### src/rtl/i2c_pkg.sv
// Shared types and constants for the I2C bus filter: bus state encoding,
// counter widths and the START/STOP qualification helper.
package i2c_pkg;

    localparam int FILT_CNT_W    = 4;
    localparam int TIMEOUT_CNT_W = 15;

    typedef enum logic [0:0] {
        ST_IDLE = 1'b0,
        ST_BUSY = 1'b1
    } bus_state_e;

    // SDA moves towards 'rising' while SCL was high before and is still high now.
    function automatic logic sda_edge_scl_high(
        input logic scl_prev,
        input logic scl_cur,
        input logic sda_prev,
        input logic sda_cur,
        input logic rising
    );
        return scl_prev & scl_cur & (sda_prev != sda_cur) & (sda_cur == rising);
    endfunction

endpackage

### src/rtl/i2c_glitch_filter.sv
// One I2C line: 2-flop synchronizer followed by a saturating-match counter that
// only accepts a new level after FILT_LEN consecutive identical samples.
module i2c_glitch_filter
    import i2c_pkg::*;
#(
    parameter int FILT_LEN = 3
) (
    input  logic clk,
    input  logic reset,
    input  logic line_in,
    output logic line_f
);

    localparam logic [FILT_CNT_W-1:0] FILT_LEN_C = FILT_CNT_W'(FILT_LEN);

    logic                  sync1_r;
    logic                  sync2_r;
    logic [FILT_CNT_W-1:0] cnt_r;
    logic                  filt_r;

    if (FILT_LEN < 1 || FILT_LEN > 15) begin : g_bad_filt_len
        $error("i2c_glitch_filter: FILT_LEN must be within 1..15");
    end

    // Synchronize the pin, then flip the filtered level once the mismatch has persisted long enough.
    always_ff @(posedge clk) begin
        if (reset) begin
            sync1_r <= 1'b1;
            sync2_r <= 1'b1;
            cnt_r   <= {FILT_CNT_W{1'b0}};
            filt_r  <= 1'b1;
        end else begin
            sync1_r <= line_in;
            sync2_r <= sync1_r;
            if (sync2_r != filt_r) begin
                if ((cnt_r + 4'd1) == FILT_LEN_C) begin
                    filt_r <= ~filt_r;
                    cnt_r  <= {FILT_CNT_W{1'b0}};
                end else begin
                    cnt_r  <= cnt_r + 4'd1;
                end
            end else begin
                cnt_r <= {FILT_CNT_W{1'b0}};
            end
        end
    end

    assign line_f = filt_r;

endmodule

### src/rtl/i2c_bus_filter.sv
// I2C bus front end: filtered SCL/SDA, SCL edge pulses, START/STOP detection
// and bus-busy tracking. Define I2C_BUS_TIMEOUT_EN to release a stuck BUSY state.
module i2c_bus_filter
    import i2c_pkg::*;
#(
    parameter int FILT_LEN    = 3,
    parameter int TIMEOUT_CYC = 25000
) (
    input  logic clk_25,
    input  logic reset,
    input  logic scl_in,
    input  logic sda_in,
    output logic scl_f,
    output logic sda_f,
    output logic scl_rise,
    output logic scl_fall,
    output logic start,
    output logic stop,
    output logic busy,
    output logic timeout
);

    logic       scl_f_s;
    logic       sda_f_s;
    logic       scl_d_r;
    logic       sda_d_r;
    logic       scl_rise_r;
    logic       scl_fall_r;
    logic       start_r;
    logic       stop_r;
    logic       busy_r;
    logic       start_s;
    logic       stop_s;
    logic       timeout_hit_s;
    bus_state_e state_r;
    bus_state_e state_next;

    if (TIMEOUT_CYC < 1 || TIMEOUT_CYC > 32767) begin : g_bad_timeout
        $error("i2c_bus_filter: TIMEOUT_CYC must be within 1..32767");
    end

    i2c_glitch_filter #(.FILT_LEN(FILT_LEN)) u_scl_filt (
        .clk     (clk_25),
        .reset   (reset),
        .line_in (scl_in),
        .line_f  (scl_f_s)
    );

    i2c_glitch_filter #(.FILT_LEN(FILT_LEN)) u_sda_filt (
        .clk     (clk_25),
        .reset   (reset),
        .line_in (sda_in),
        .line_f  (sda_f_s)
    );

    // A simultaneous SCL change blocks both conditions because SCL must be high in both cycles.
    assign start_s = sda_edge_scl_high(scl_d_r, scl_f_s, sda_d_r, sda_f_s, 1'b0);
    assign stop_s  = sda_edge_scl_high(scl_d_r, scl_f_s, sda_d_r, sda_f_s, 1'b1);

    // Bus ownership next-state.
    always_comb begin
        state_next = state_r;
        case (state_r)
            ST_IDLE: begin
                if (start_s) begin
                    state_next = ST_BUSY;
                end else begin
                    state_next = ST_IDLE;
                end
            end
            ST_BUSY: begin
                if (stop_s || timeout_hit_s) begin
                    state_next = ST_IDLE;
                end else begin
                    state_next = ST_BUSY;
                end
            end
            default: state_next = ST_IDLE;
        endcase
    end

    // Delayed filtered levels, registered event pulses and the bus state.
    always_ff @(posedge clk_25) begin
        if (reset) begin
            scl_d_r    <= 1'b1;
            sda_d_r    <= 1'b1;
            scl_rise_r <= 1'b0;
            scl_fall_r <= 1'b0;
            start_r    <= 1'b0;
            stop_r     <= 1'b0;
            state_r    <= ST_IDLE;
            busy_r     <= 1'b0;
        end else begin
            scl_d_r    <= scl_f_s;
            sda_d_r    <= sda_f_s;
            scl_rise_r <= scl_f_s & ~scl_d_r;
            scl_fall_r <= ~scl_f_s & scl_d_r;
            start_r    <= start_s;
            stop_r     <= stop_s;
            state_r    <= state_next;
            busy_r     <= (state_next == ST_BUSY);
        end
    end

`ifdef I2C_BUS_TIMEOUT_EN
    localparam logic [TIMEOUT_CNT_W-1:0] TIMEOUT_LIM = TIMEOUT_CNT_W'(TIMEOUT_CYC);

    logic [TIMEOUT_CNT_W-1:0] to_cnt_r;
    logic                     timeout_r;
    logic                     idle_high_s;

    assign idle_high_s   = scl_f_s & sda_f_s & (scl_f_s == scl_d_r) & (sda_f_s == sda_d_r);
    assign timeout_hit_s = (state_r == ST_BUSY) & idle_high_s
                         & ((to_cnt_r + 15'd1) == TIMEOUT_LIM);

    // Count idle-high cycles while BUSY; any line activity restarts the count.
    always_ff @(posedge clk_25) begin
        if (reset) begin
            to_cnt_r  <= {TIMEOUT_CNT_W{1'b0}};
            timeout_r <= 1'b0;
        end else begin
            timeout_r <= timeout_hit_s;
            if ((state_r == ST_BUSY) && idle_high_s && !timeout_hit_s) begin
                to_cnt_r <= to_cnt_r + 15'd1;
            end else begin
                to_cnt_r <= {TIMEOUT_CNT_W{1'b0}};
            end
        end
    end

    assign timeout = timeout_r;
`else
    assign timeout_hit_s = 1'b0;
    assign timeout       = 1'b0;
`endif

    assign scl_f    = scl_f_s;
    assign sda_f    = sda_f_s;
    assign scl_rise = scl_rise_r;
    assign scl_fall = scl_fall_r;
    assign start    = start_r;
    assign stop     = stop_r;
    assign busy     = busy_r;

endmodule

### config.mk
export PLATFORM = sky130hd
export DESIGN_NAME = i2c_bus_filter
export DESIGN_NICKNAME = d
export VERILOG_FILES = /design/src/rtl/i2c_pkg.sv /design/src/rtl/i2c_glitch_filter.sv /design/src/rtl/i2c_bus_filter.sv
export SDC_FILE = /design/constraint.sdc
export NUM_CORES = 1
export LEC_CHECK = 0
export ABC_AREA = 0
export ABC_CLOCK_PERIOD_IN_PS = 2000
export CORE_MARGIN = 3
export CORE_UTILIZATION = 33
export CTS_BUF_LIST = sky130_fd_sc_hd__clkbuf_8
export DETAILED_ROUTE_END_ITERATION = 10
export MAX_ROUTING_LAYER = met4
export PLACE_DENSITY_LB_ADDON = 0.15
export SYNTH_ARGS = -nofsm -noshare
export SYNTH_HDL_FRONTEND = slang
export SYNTH_HIERARCHICAL = 1
export SYNTH_SLANG_ARGS = --single-unit
### constraint.sdc
create_clock -name clk_25 -period 2 [get_ports clk_25]
set_input_delay 0.2 -clock clk_25 [delete_from_list [all_inputs] [get_ports clk_25]]
set_output_delay 0.2 -clock clk_25 [all_outputs]
set_load 0.005 [all_outputs]
; After elaboration in Yosys (flattened, before gate mapping)
; Cells that the tools add are included.
[word_totals]
inputBits = 4
regBits = 21
wordCells = 41
out_inout_bits = 8
[classes]
n_addsub = 2
eq_ne = 5
reduce_logical = 4
bitwise = 12
mux = 3
[ops]
columns = operator, n
row1 = 4-bit by 1-bit adder with 4-bit output (second input constant), 2
row2 = 4-bit by 2-bit equality test with 1-bit output (second input constant), 2
row3 = 1-bit AND, 6
row4 = 1-bit NOT, 6
row5 = 3-bit OR reduction, 2
row6 = 2-bit AND reduction, 2
row7 = 1-bit != test, 3
row8 = 1-bit two-way mux, 2
row9 = 1-bit case mux with 2 select lines, 1

; Depth between registers and ports, before layout
[depth]
word_depth = 5
ltp_mapped = 5

; By module
; The synthesis kept the hierarchy.
[modules_own_cells]
columns = module, cells_per_inst, area_per_inst_um2, instances, seq_area_each_um2
row1 = i2c_glitch_filter, 31, 312.8, 2, 140.1
row2 = i2c_bus_filter, 21, 234.0, 1, 140.1

; Worst setup path after synthesis
; OpenSTA, ideal clock, no wires.
[synth_path]
path_type = reg-to-reg
start = register u_scl_filt.cnt_r[0]
end = register u_scl_filt.filt_r (netlist: u_scl_filt/line_f)
path_buffers = 0
stages_incl_launch_ff = 6
arrival_ps = 1213
setup_ps = 72
path_slack_ps = 716
t_required_ps = 1928
cell_sequence = dfxtp_1 > ha_1 > and2_1 > a21oi_2 > o32ai_4 > mux2i_1
[synth_via]
elab_chain_cells = 3
[synth_rtl]
columns = element, line_no
row1 = "start, declared", i2c_glitch_filter.sv:18  ; logic [FILT_CNT_W-1:0] cnt_r;
row2 = "start signal, assigned", i2c_glitch_filter.sv:30  ; cnt_r <= {FILT_CNT_W{1'b0}};
row3 = "start signal, assigned", i2c_glitch_filter.sv:38  ; cnt_r <= {FILT_CNT_W{1'b0}};
row4 = "start signal, assigned", i2c_glitch_filter.sv:40  ; cnt_r <= cnt_r + 4'd1;
row5 = 4-bit by 1-bit adder with 4-bit output, i2c_glitch_filter.sv:36  ; if ((cnt_r + 4'd1) == FILT_LEN_C) begin
row6 = 4-bit by 2-bit equality test with 1-bit output, i2c_glitch_filter.sv:36
row7 = 2-bit AND reduction (no line), n/a
row8 = "end signal, assigned", i2c_glitch_filter.sv:37  ; filt_r <= ~filt_r;
row9 = "end, declared", i2c_glitch_filter.sv:19  ; logic filt_r;
; No other way between the ends.
; A chain may end at the register's enable or synchronous reset.

; Final worst setup path
[layout_path]
start = register u_scl_filt.filt_r (netlist: u_scl_filt/line_f)
end = output port scl_f
[layout_rtl]
columns = element, line_no
row1 = "end, declared", i2c_bus_filter.sv:13  ; output logic scl_f,
; No word-level cell between the ends.

==> impl_results.md <==
- Top Ports: 12
- Worst path bufs/invs: 1
- Outcome: finished, final reports clean
- Initial antenna violation count: 0
- Syn Nets: 91
- Layout cells sized above 1: 9.375%
- Cell count along the critical path: 1
- Worst setup path end: scl_f
- Final Hold Fails: 0
- Height of the die: 57.04 um
- CP Capture Type: primary output
- Gpl congestion: 0.6358
- Max-capacitance violation count: 0
- Fin worst setup slack: 0.5260 ns
- Cts bufs inserted: 3
- Initial Util: 36.74%
- Setup bufs post-CTS: 0
- Startpoint Class: flip-flop
- First DRT Iteration DRCs: 9
- Final setup violation count: 0
- Avg Inst Size Synth: 10.36 um^2
- Critical path required time: 1.80 ns
- Filler cell count: 238
- Max rail drop VDD: 467.9 uV
- Leak: 0.3818 nW
- CTS max path bufs: 2
- Unrepaired setup endpoints after global routing: false
- Max Clk Rate: 678.4 MHz
- Port bufs: 10
- Hold Slack: 0.4057 ns
- Hold Buf Count CTS: 0
- Post-route ant nets: 0
- R2r worst-path depth: 5
- Setup TNS Final: 0 ns
- Syn Std Cell Area: 859.6 um^2
- Vias per inst: 4.460
- Clk_lat worst skew: 0.25 ns
- HPWL after DPL: 910.1 um
- Worst Setup Path Type: flip-flop to primary output
- Clk slew on worst S/H paths: 0.07 ns
- RR Startpoint: u_sda_filt/cnt_r[0]$_SDFF_PP0_
- RR Endpoint: u_sda_filt/line_f$_SDFFE_PP1P_
- Final slew viol count: 0
- First-pass GRT wire length: 2.208 mm
- Final worst-path cycle share: 73.70%
- Final WL: 1.205 mm
- Largest net degree at the start of global routing: 16
- Ys Warns: 6
- Area Overhead vs Synth: 20.09%
- Root Buffer: clkbuf_8
- Total global-route track usage: 8.629%
- Synthesis-stage register bit count: 21
- N_diodes: 0
- TritonCTS clock tree: yes
- Worst hold-check path type: flip-flop to flip-flop
- Vias in the first global route: 508
- Slowest cell on crit path: clkdlybuf4s50_1
- Grt ovf: 0
- Htree depth: 1
- R2R Setup Slk: 0.60 ns
- Crit-path leading delay family: buffers and inverters
- Drt pass-1 iters: 3
- Non-Filler Instances: 124
- Final #Nets: 105
- Clock sink count: 21
- DP Worst Slack: 0.5839 ns
- Cell Rows: 17
- Die area: 3253 um^2
- DIE WIDTH: 57.04 um
- Synthesized netlist cell count: 83
- Worst Skew: 0.001601 ns
- CP cell instances: clkdlybuf4s50_1
- Seq/Total Area, Yosys: 48.91%
- Avg WL per Cell: 9.718 um
- # DRC: 0
- Worst Path Arrival: 1.27 ns
- Crit path from: u_scl_filt/line_f$_SDFFE_PP1P_
- CP peak stage delay: 0.55 ns
- Post-layout min period: 1.474 ns
- Via count of the routed design: 553
- Resize count post-CTS: 0
- Final core utilization: 44.12%
- Library cells used by synthesis: 22
- Core box area: 2340 um^2
- Critical Path Fanout Max: 8
- Power per cell area: 682.9 nW/um^2
- Placed cells: 120
==> layer usage <==
| layer | wire [um] | GRT usage, % | vias to the layer above |
|---|---|---|---|
| met4 | 21 | 3.974 | 0 |
| met5 | 0 | - | - |
| met2 | 468 | 11.91 | 12 |
| met1 | 668 | 12.21 | 237 |
| li1 | - | - | 300 |
| met3 | 46 | 1.357 | 4 |
==> worst min path at each step <==
| stage | start | end | slack [ns] | depth (start not counted) |
|---|---|---|---|---|
| 3_3_place_gp | u_scl_filt/sync1_r$_SDFF_PP1_ | u_scl_filt/sync2_r$_SDFF_PP1_ | 0.40 | 1 |
| 2_1_floorplan | reset | scl_rise$_SDFF_PP0_ | 0.28 | 1 |
| 6_report | u_scl_filt/sync1_r$_SDFF_PP1_ | u_scl_filt/sync2_r$_SDFF_PP1_ | 0.41 | 1 |
| 5_1_grt | u_scl_filt/sync1_r$_SDFF_PP1_ | u_scl_filt/sync2_r$_SDFF_PP1_ | 0.44 | 1 |
| 4_1_cts | u_scl_filt/sync1_r$_SDFF_PP1_ | u_scl_filt/sync2_r$_SDFF_PP1_ | 0.41 | 1 |
| 3_5_place_dp | u_scl_filt/sync1_r$_SDFF_PP1_ | u_scl_filt/sync2_r$_SDFF_PP1_ | 0.39 | 1 |
==> cell families (layout without fill, tap and decap cells) <==
kind of cell | count (synthesis) | in the layout | synth area share (%)
compound gates | 6 | 6 | 11.06
other cells | 1 | 1 | 0.4363
fa+ha+maj | 4 | 4 | 5.823
flops | 21 | 21 | 48.91
xor+xnor | 6 | 6 | 6.113
buf+inv | 7 | 20 | 3.494
mux | 2 | 2 | 2.329
simple gates | 36 | 36 | 21.83
==> cell usage after synthesis <==
cell | n | area (um^2)
dfxtp_1 | 21 | 420.4
o32ai_2 | 1 | 16.27
nor3b_1 | 1 | 7.510
xnor2_1 | 2 | 17.52
xor2_1 | 4 | 35.03
inv_1 | 6 | 22.52
or2_4 | 1 | 8.760
nor3_1 | 4 | 20.02
and3b_1 | 2 | 17.52
nor2_1 | 12 | 45.04
a21oi_2 | 2 | 17.52
o32ai_4 | 2 | 55.05
and2_1 | 2 | 12.51
nand3_1 | 5 | 25.02
nand2_1 | 2 | 7.510
conb_1 | 1 | 3.750
ha_1 | 4 | 50.05
buf_4 | 1 | 7.510
a31oi_1 | 1 | 6.260
nand2b_1 | 2 | 12.51
mux2i_1 | 2 | 20.02
or2_1 | 5 | 31.28
==> stage by stage <==
step	total power [mW]	area [um^2]
CTS	0.7154	1032
floorplan	0.4447	859.6
global route	0.7359	1032
finish	0.7049	1032
detailed placement	0.4543	987.2
global placement	0.4540	987.2
==> power by group <==
part | switching [mW] | total, mW | internal (mW) | leakage (nW)
logic | 0.00824 | 0.0184 | 0.0102 | 0.185
registers | 0.00299 | 0.426 | 0.423 | 0.170
clock network | 0.124 | 0.260 | 0.136 | 0.0269
total | 0.135 | 0.705 | 0.570 | 0.382
==> cell type report <==
class                   instances  area, um^2  share of cell area, %
multi-input cells              55       409.1                  39.64
clock inverters                 1       3.754                 0.3636
clock buffers                   3       41.29                  4.000
inverters                       6       22.52                  2.182
flip-flops and latches         21       420.4                  40.73
well taps                      28       35.03                  3.394
repair buffers                 10       100.1                  9.697
==> cells in the final DEF, fill, tap and decap left out, drive strengths merged, types with 3 or more instances in the layout <==
cell type	count
nand3	5
nor2	12
or2	6
o32ai	3
clkdlybuf4s50	10
inv	7
clkbuf	3
xor2	4
nor3	4
ha	4
dfxtp	21
==> state kept, by name, summed over array words and instances, names as in the netlist, named ones only <==
name and count:
u_sda_filt/sync1_r 1, stop 1, start 1, u_scl_filt/sync2_r 1, u_sda_filt/line_f 1, u_scl_filt/line_f 1
scl_rise 1, u_scl_filt/cnt_r 4, u_scl_filt/sync1_r 1, u_sda_filt/sync2_r 1, u_sda_filt/cnt_r 4, scl_fall 1
scl_d_r 1, sda_d_r 1
==> worst register-to-register path, delay by kind of cell, from the launching register on <==
kind                     cells  cell delay (ns)
AND/OR/NAND/NOR              1             0.16
AO/OA/AOI/OAI                2             0.34
flip-flops                   1             0.40
adder cells (fa/ha/maj)      1             0.24
multiplexers                 1             0.20
Note: power is estimated with default switching activity, not from simulation.
==> variant 1, RTL diff (same settings) <==
Set the package constant `FILT_CNT_W` to 5 (it was 4).
--- a/src/rtl/i2c_pkg.sv
+++ b/src/rtl/i2c_pkg.sv
@@ -2,7 +2,7 @@
 // counter widths and the START/STOP qualification helper.
 package i2c_pkg;
 
-    localparam int FILT_CNT_W    = 4;
+    localparam int FILT_CNT_W    = 5;
     localparam int TIMEOUT_CNT_W = 15;
 
     typedef enum logic [0:0] {
Function: same outputs for any inputs over 10 cycles, from zero or initial values and one cycle with reset high; that may be too few to reach the edited logic, so the function may still have changed.
==> variant 1 against the original RTL <==
Register-to-register slack got worse by 0.05 ns; non-clock buffer count unchanged; sequential share of layout area increased by 2.4 points; final area increased by 3.5%; worst setup slack improved by 0.0037 ns; first-iteration DRC count increased by 11%; synthesized cell count increased by 4.8%; critical endpoint unchanged; routed wire length increased by 12%; area after synthesis increased by 3.8%; largest power group unchanged; sequential cell count increased by 2; global-route usage increased by 0.62 points; highest routed layer unchanged; total power increased by 8.1%.
==> variant 1: results (changes against the original RTL) <==
stage	metric	value	unit	change
run_status	status	completed		
worst_setup_path	path_max_fanout	8		unchanged
logic_synthesis	ys.flop_type	dfxtp_1		
placement	dp_hpwl	980	um	+7.7%
logic_synthesis	synth_cells	87		+4.8%
clock_tree	htree_levels	1		unchanged
logic_synthesis	yosysSeqAreaShare	0.516		+0.0270
cells_and_area	diodes	0		unchanged
grt	antenna_found_initial	0		unchanged
cells_and_area	fillers	263		+11%
detailed_routing	via_per_inst	4.84		+8.5%
logic_synthesis	async_flop_share	0		unchanged
clock_tree	cts_resized	0		unchanged
timing	holdWs	0.411	ns	+0.00536 ns
logic_synthesis	synth_area	892	sq um	+3.8%
pwr	irDropWorstVdd	0.000286	V	-39%
placement	placed_area	1020	sq um	+3.5%
logic_synthesis	syn_nets	95		+4.4%
grt	grt.total_usage	0.0925		+0.00622
detailed_routing	dr.pass1.iters	3		unchanged
timing	hold_viol_final	0		unchanged
worst_hold_path	hold_end	u_scl_filt/sync2_r		
grt	grt_max_degree	14		-2
logic_synthesis	synthTopCellsByCount	dfxtp_1 (23), nor2_1 (8), xor2_1 (6), nand3_1 (5)		
placement	gp_congestion	0.741		+17%
worst_hold_path	hp-class	reg -> reg		
worst_setup_path	r2r-end	u_sda_filt/line_f		
cells_and_area	instances_no_fill	130		+4.8%
clock_tree	clock_path_buffers	2		unchanged
worst_setup_path	cpPeakStageDelay	0.55	ns	about the same
clock_tree	insertion_delay	0.26	ns	
pwr	p_leak	0.419	nW	+9.8%
logic_synthesis	synth_area_leaders	dfxtp_1 (52%), xor2_1 (5.9%), ha_1 (5.6%)		
clock_tree	clkTransAtPathRegs	0.08	ns	
worst_setup_path	r2r_start	u_sda_filt/cnt_r[0]		
timing	fmax	680	MHz	+0.25%
clock_tree	numCtsBuffers	3		unchanged
timing	finalClockSkew	0.00180	ns	+0.000204 ns
worst_setup_path	arrival	1.27	ns	about the same
grt	grt_pass1_wl	2330	um	+5.6%
cells_and_area	top_regs	u_scl_filt/cnt_r (5), u_sda_filt/cnt_r (5)		
placement	port_buffers	10		unchanged
pwr	powerDensity	713	nW/um^2	+4.5%
cells_and_area	drive_gt1_frac	0.100		+0.00625
clock_tree	cts_root_buf	clkbuf_8		
worst_setup_path	path_delay_family	buffers and inverters		
placement	preCtsSetupSlack	0.553	ns	-0.0308 ns
grt	grt_pass1_vias	541		+6.5%
clock_tree	cts_setup_buffers	0		unchanged
worst_setup_path	r2r_slack	0.55	ns	-0.05 ns
detailed_routing	avgRoutedWirePerCell	10.4	um	+6.5%
logic_synthesis	yosysWarnings	6		unchanged
logic_synthesis	yosysUniqueCellTypes	25		+14%
worst_hold_path	min_from	u_scl_filt/sync1_r		
detailed_routing	first_iter_violations	10		+1
cells_and_area	nets	109		+3.8%
variant 1: where the power goes:
part           internal [mW]  total [mW]  switching [mW]
Clock                  0.139       0.275           0.137
Combinational         0.0117      0.0200         0.00829
Sequential             0.463       0.467         0.00378
Total                  0.613       0.762           0.149
variant 1: logic make-up (layout without fill, tap and decap cells):
| group | count (synthesis) | after routing | share of synthesized area |
|---|---|---|---|
| XOR/XNOR | 8 | 8 | 0.0785 |
| buffers and inverters | 5 | 18 | 0.0252 |
| AND/OR/NAND/NOR | 36 | 36 | 0.222 |
| AO/OA/AOI/OAI | 10 | 10 | 0.0982 |
| other | 1 | 1 | 0.00420 |
| flip-flops | 23 | 23 | 0.516 |
| adder cells (fa/ha/maj) | 4 | 4 | 0.0561 |
variant 1: worst max path at each step:
stage / from / to / depth (start not counted)
global route: u_scl_filt/cnt_r[0] / u_scl_filt/line_f / 5
global placement: u_sda_filt/cnt_r[0] / u_sda_filt/line_f / 5
detailed placement: u_sda_filt/cnt_r[0] / u_sda_filt/line_f / 5
floorplan: u_scl_filt/cnt_r[0] / u_scl_filt/line_f / 5
CTS: u_scl_filt/line_f / scl_f / 1
finish: u_scl_filt/line_f / scl_f / 1
variant 1: metal layers:
metal / GRT usage / vias to the layer above / share of wire / wire [um]
met2: 0.134 / 12 / 0.43 / 577
met5: - / - / 0 / 0
met3: 0.0267 / 2 / 0.060 / 81
li1: - / 325 / - / -
met4: 0.0497 / 0 / 0.0059 / 8
met1: 0.116 / 290 / 0.50 / 679
variant 1: final cells by class:
type | count | area share
inverter | 4 | 0.0141
multi-input combinational | 59 | 0.383
tap | 30 | 0.0351
clock inverter | 1 | 0.00468
sequential | 23 | 0.431
clock buffer | 3 | 0.0386
timing repair buffer | 10 | 0.0937
==> variant 2, RTL diff (same settings) <==
Without the edit above. Register the outputs `scl_f` and `sda_f`, without a reset; this adds one clock of latency there. The other outputs are not delayed to match.
--- a/src/rtl/i2c_bus_filter.sv
+++ b/src/rtl/i2c_bus_filter.sv
@@ -134,8 +134,10 @@
     assign timeout       = 1'b0;
 `endif
 
-    assign scl_f    = scl_f_s;
-    assign sda_f    = sda_f_s;
+    always_ff @(posedge clk_25) begin
+        scl_f <= scl_f_s;
+        sda_f <= sda_f_s;
+    end
     assign scl_rise = scl_rise_r;
     assign scl_fall = scl_fall_r;
     assign start    = start_r;
Check against the original RTL: not equivalent (Yosys sat finds a counterexample within 4 cycles, from zero or initial values and one cycle with reset high).
==> variant 2 against the original RTL <==
Total power increased by 8.2%; count of clock-buffer cells in the layout did not move; largest cell class unchanged; area after synthesis up 4.7%; sequential cell count is 2 higher; largest power group unchanged; final area up 4.1%; sequential power is 9.2% higher; routed wire length is 8.3% higher; sequential share of layout area is 2.1 points higher; worst setup slack gained 0.052 ns; cell count rose by 3.2%.
==> variant 2: results (changes against the original RTL) <==
stage	metric	value	unit	change
run_status	status	completed		
logic_synthesis	yosysSeqAreaShare	0.512		+0.0227
grt	antenna_found_initial	0		unchanged
logic_synthesis	syn_nets	93		+2.2%
cells_and_area	drive_gt1_frac	0.0918		-0.00191
logic_synthesis	yosysWarnings	6		unchanged
detailed_routing	first_iter_violations	4		-5
clock_tree	insertion_delay	0.26	ns	
clock_tree	clock_path_buffers	2		unchanged
grt	grt_max_degree	16		unchanged
detailed_routing	avgRoutedWirePerCell	10.2	um	+4.9%
worst_setup_path	path_delay_family	flip-flops		
worst_setup_path	cpPeakStageDelay	0.39	ns	-0.16 ns
worst_setup_path	slowest_stage	dfxtp_1		
timing	finalClockSkew	0.000729	ns	-0.000873 ns
placement	preCtsSetupSlack	0.531	ns	-0.0525 ns
logic_synthesis	async_flop_share	0		unchanged
placement	port_buffers	10		unchanged
grt	grt_pass1_wl	2490	um	+13%
clock_tree	htree_levels	1		unchanged
clock_tree	cts_resized	0		unchanged
worst_hold_path	hp-class	reg -> reg		
grt	grt.total_usage	0.0993		+0.0130
clock_tree	cts_setup_buffers	0		unchanged
cells_and_area	diodes	0		unchanged
logic_synthesis	ys.flop_type	dfxtp_1		
cells_and_area	nets	107		+1.9%
clock_tree	clkTransAtPathRegs	0.08	ns	
logic_synthesis	yosysUniqueCellTypes	22		unchanged
pwr	p_leak	0.398	nW	+4.2%
placement	dp_hpwl	962	um	+5.6%
worst_setup_path	arrival	1.61	ns	+0.34 ns
worst_setup_path	path_max_fanout	5		-3
logic_synthesis	synth_area_leaders	dfxtp_1 (51%), o32ai_4 (6.1%), ha_1 (5.6%)		
pwr	irDropWorstVdd	0.000402	V	-14%
cells_and_area	top_regs	u_scl_filt/cnt_r (4), u_sda_filt/cnt_r (4)		
clock_tree	numCtsBuffers	3		unchanged
timing	min_period_over_period	0.711		-0.0262
detailed_routing	via_per_inst	4.58		+2.7%
detailed_routing	dr.pass1.iters	3		unchanged
clock_tree	cts_root_buf	clkbuf_8		
grt	grt_pass1_vias	591		+16%
cells_and_area	fillers	267		+12%
logic_synthesis	synthTopCellsByCount	dfxtp_1 (23), nor2_1 (12), inv_1 (6), nand3_1 (5), or2_1 (5)		
placement	gp_congestion	0.732		+15%
## variant 2: cell count changes in the layout (fill, tap and decap cells not counted), sizes merged
cell / change
dfxtp: +2
## variant 2: cell families after synthesis
logic type      synth area share
buf+inv                   0.0334
other cells              0.00417
flops                      0.512
simple gates               0.209
mux                       0.0223
compound gates             0.106
xor+xnor                  0.0584
fa+ha+maj                 0.0556
## variant 2: worst paths after layout
| path | from | to | slack (ns) | cells past startpoint |
|---|---|---|---|---|
| max | u_scl_filt/cnt_r[0] | u_scl_filt/line_f | 0.58 | 5 |
| min | u_sda_filt/sync1_r | u_sda_filt/sync2_r | 0.41 | 1 |
| max reg2reg | u_scl_filt/cnt_r[0] | u_scl_filt/line_f | 0.58 | 5 |
| min reg2reg | u_sda_filt/sync1_r | u_sda_filt/sync2_r | 0.41 | 1 |
## variant 2: layout make-up
| type | instances | area share |
|---|---|---|
| flip-flops and latches | 23 | 0.428 |
| multi-input cells | 55 | 0.381 |
| repair buffers | 10 | 0.0931 |
| clock buffers | 3 | 0.0384 |
| well taps | 30 | 0.0349 |
| inverters | 6 | 0.0210 |
| clock inverters | 1 | 0.00349 |
## variant 2: routing by layer
layer	vias to the layer above	part of all wire	wire [um]	GRT usage
li1	303	-	-	-
met4	0	0.0092	12	0.0497
met2	10	0.45	591	0.145
met3	2	0.050	65	0.0312
met5	-	0	0	-
met1	271	0.49	635	0.123
## variant 2: power by group
part	switching (mW)	internal (mW)
clock network	0.142	0.137
registers	0.00286	0.463
logic	0.00834	0.0101
## variant 2: per-stage QoR
step	std cells	power, mW	area (sq um)
global placement	124	0.495	1030
CTS	128	0.772	1070
finish	128	0.763	1070
detailed placement	124	0.495	1030
floorplan	85	0.485	900
global route	128	0.807	1070
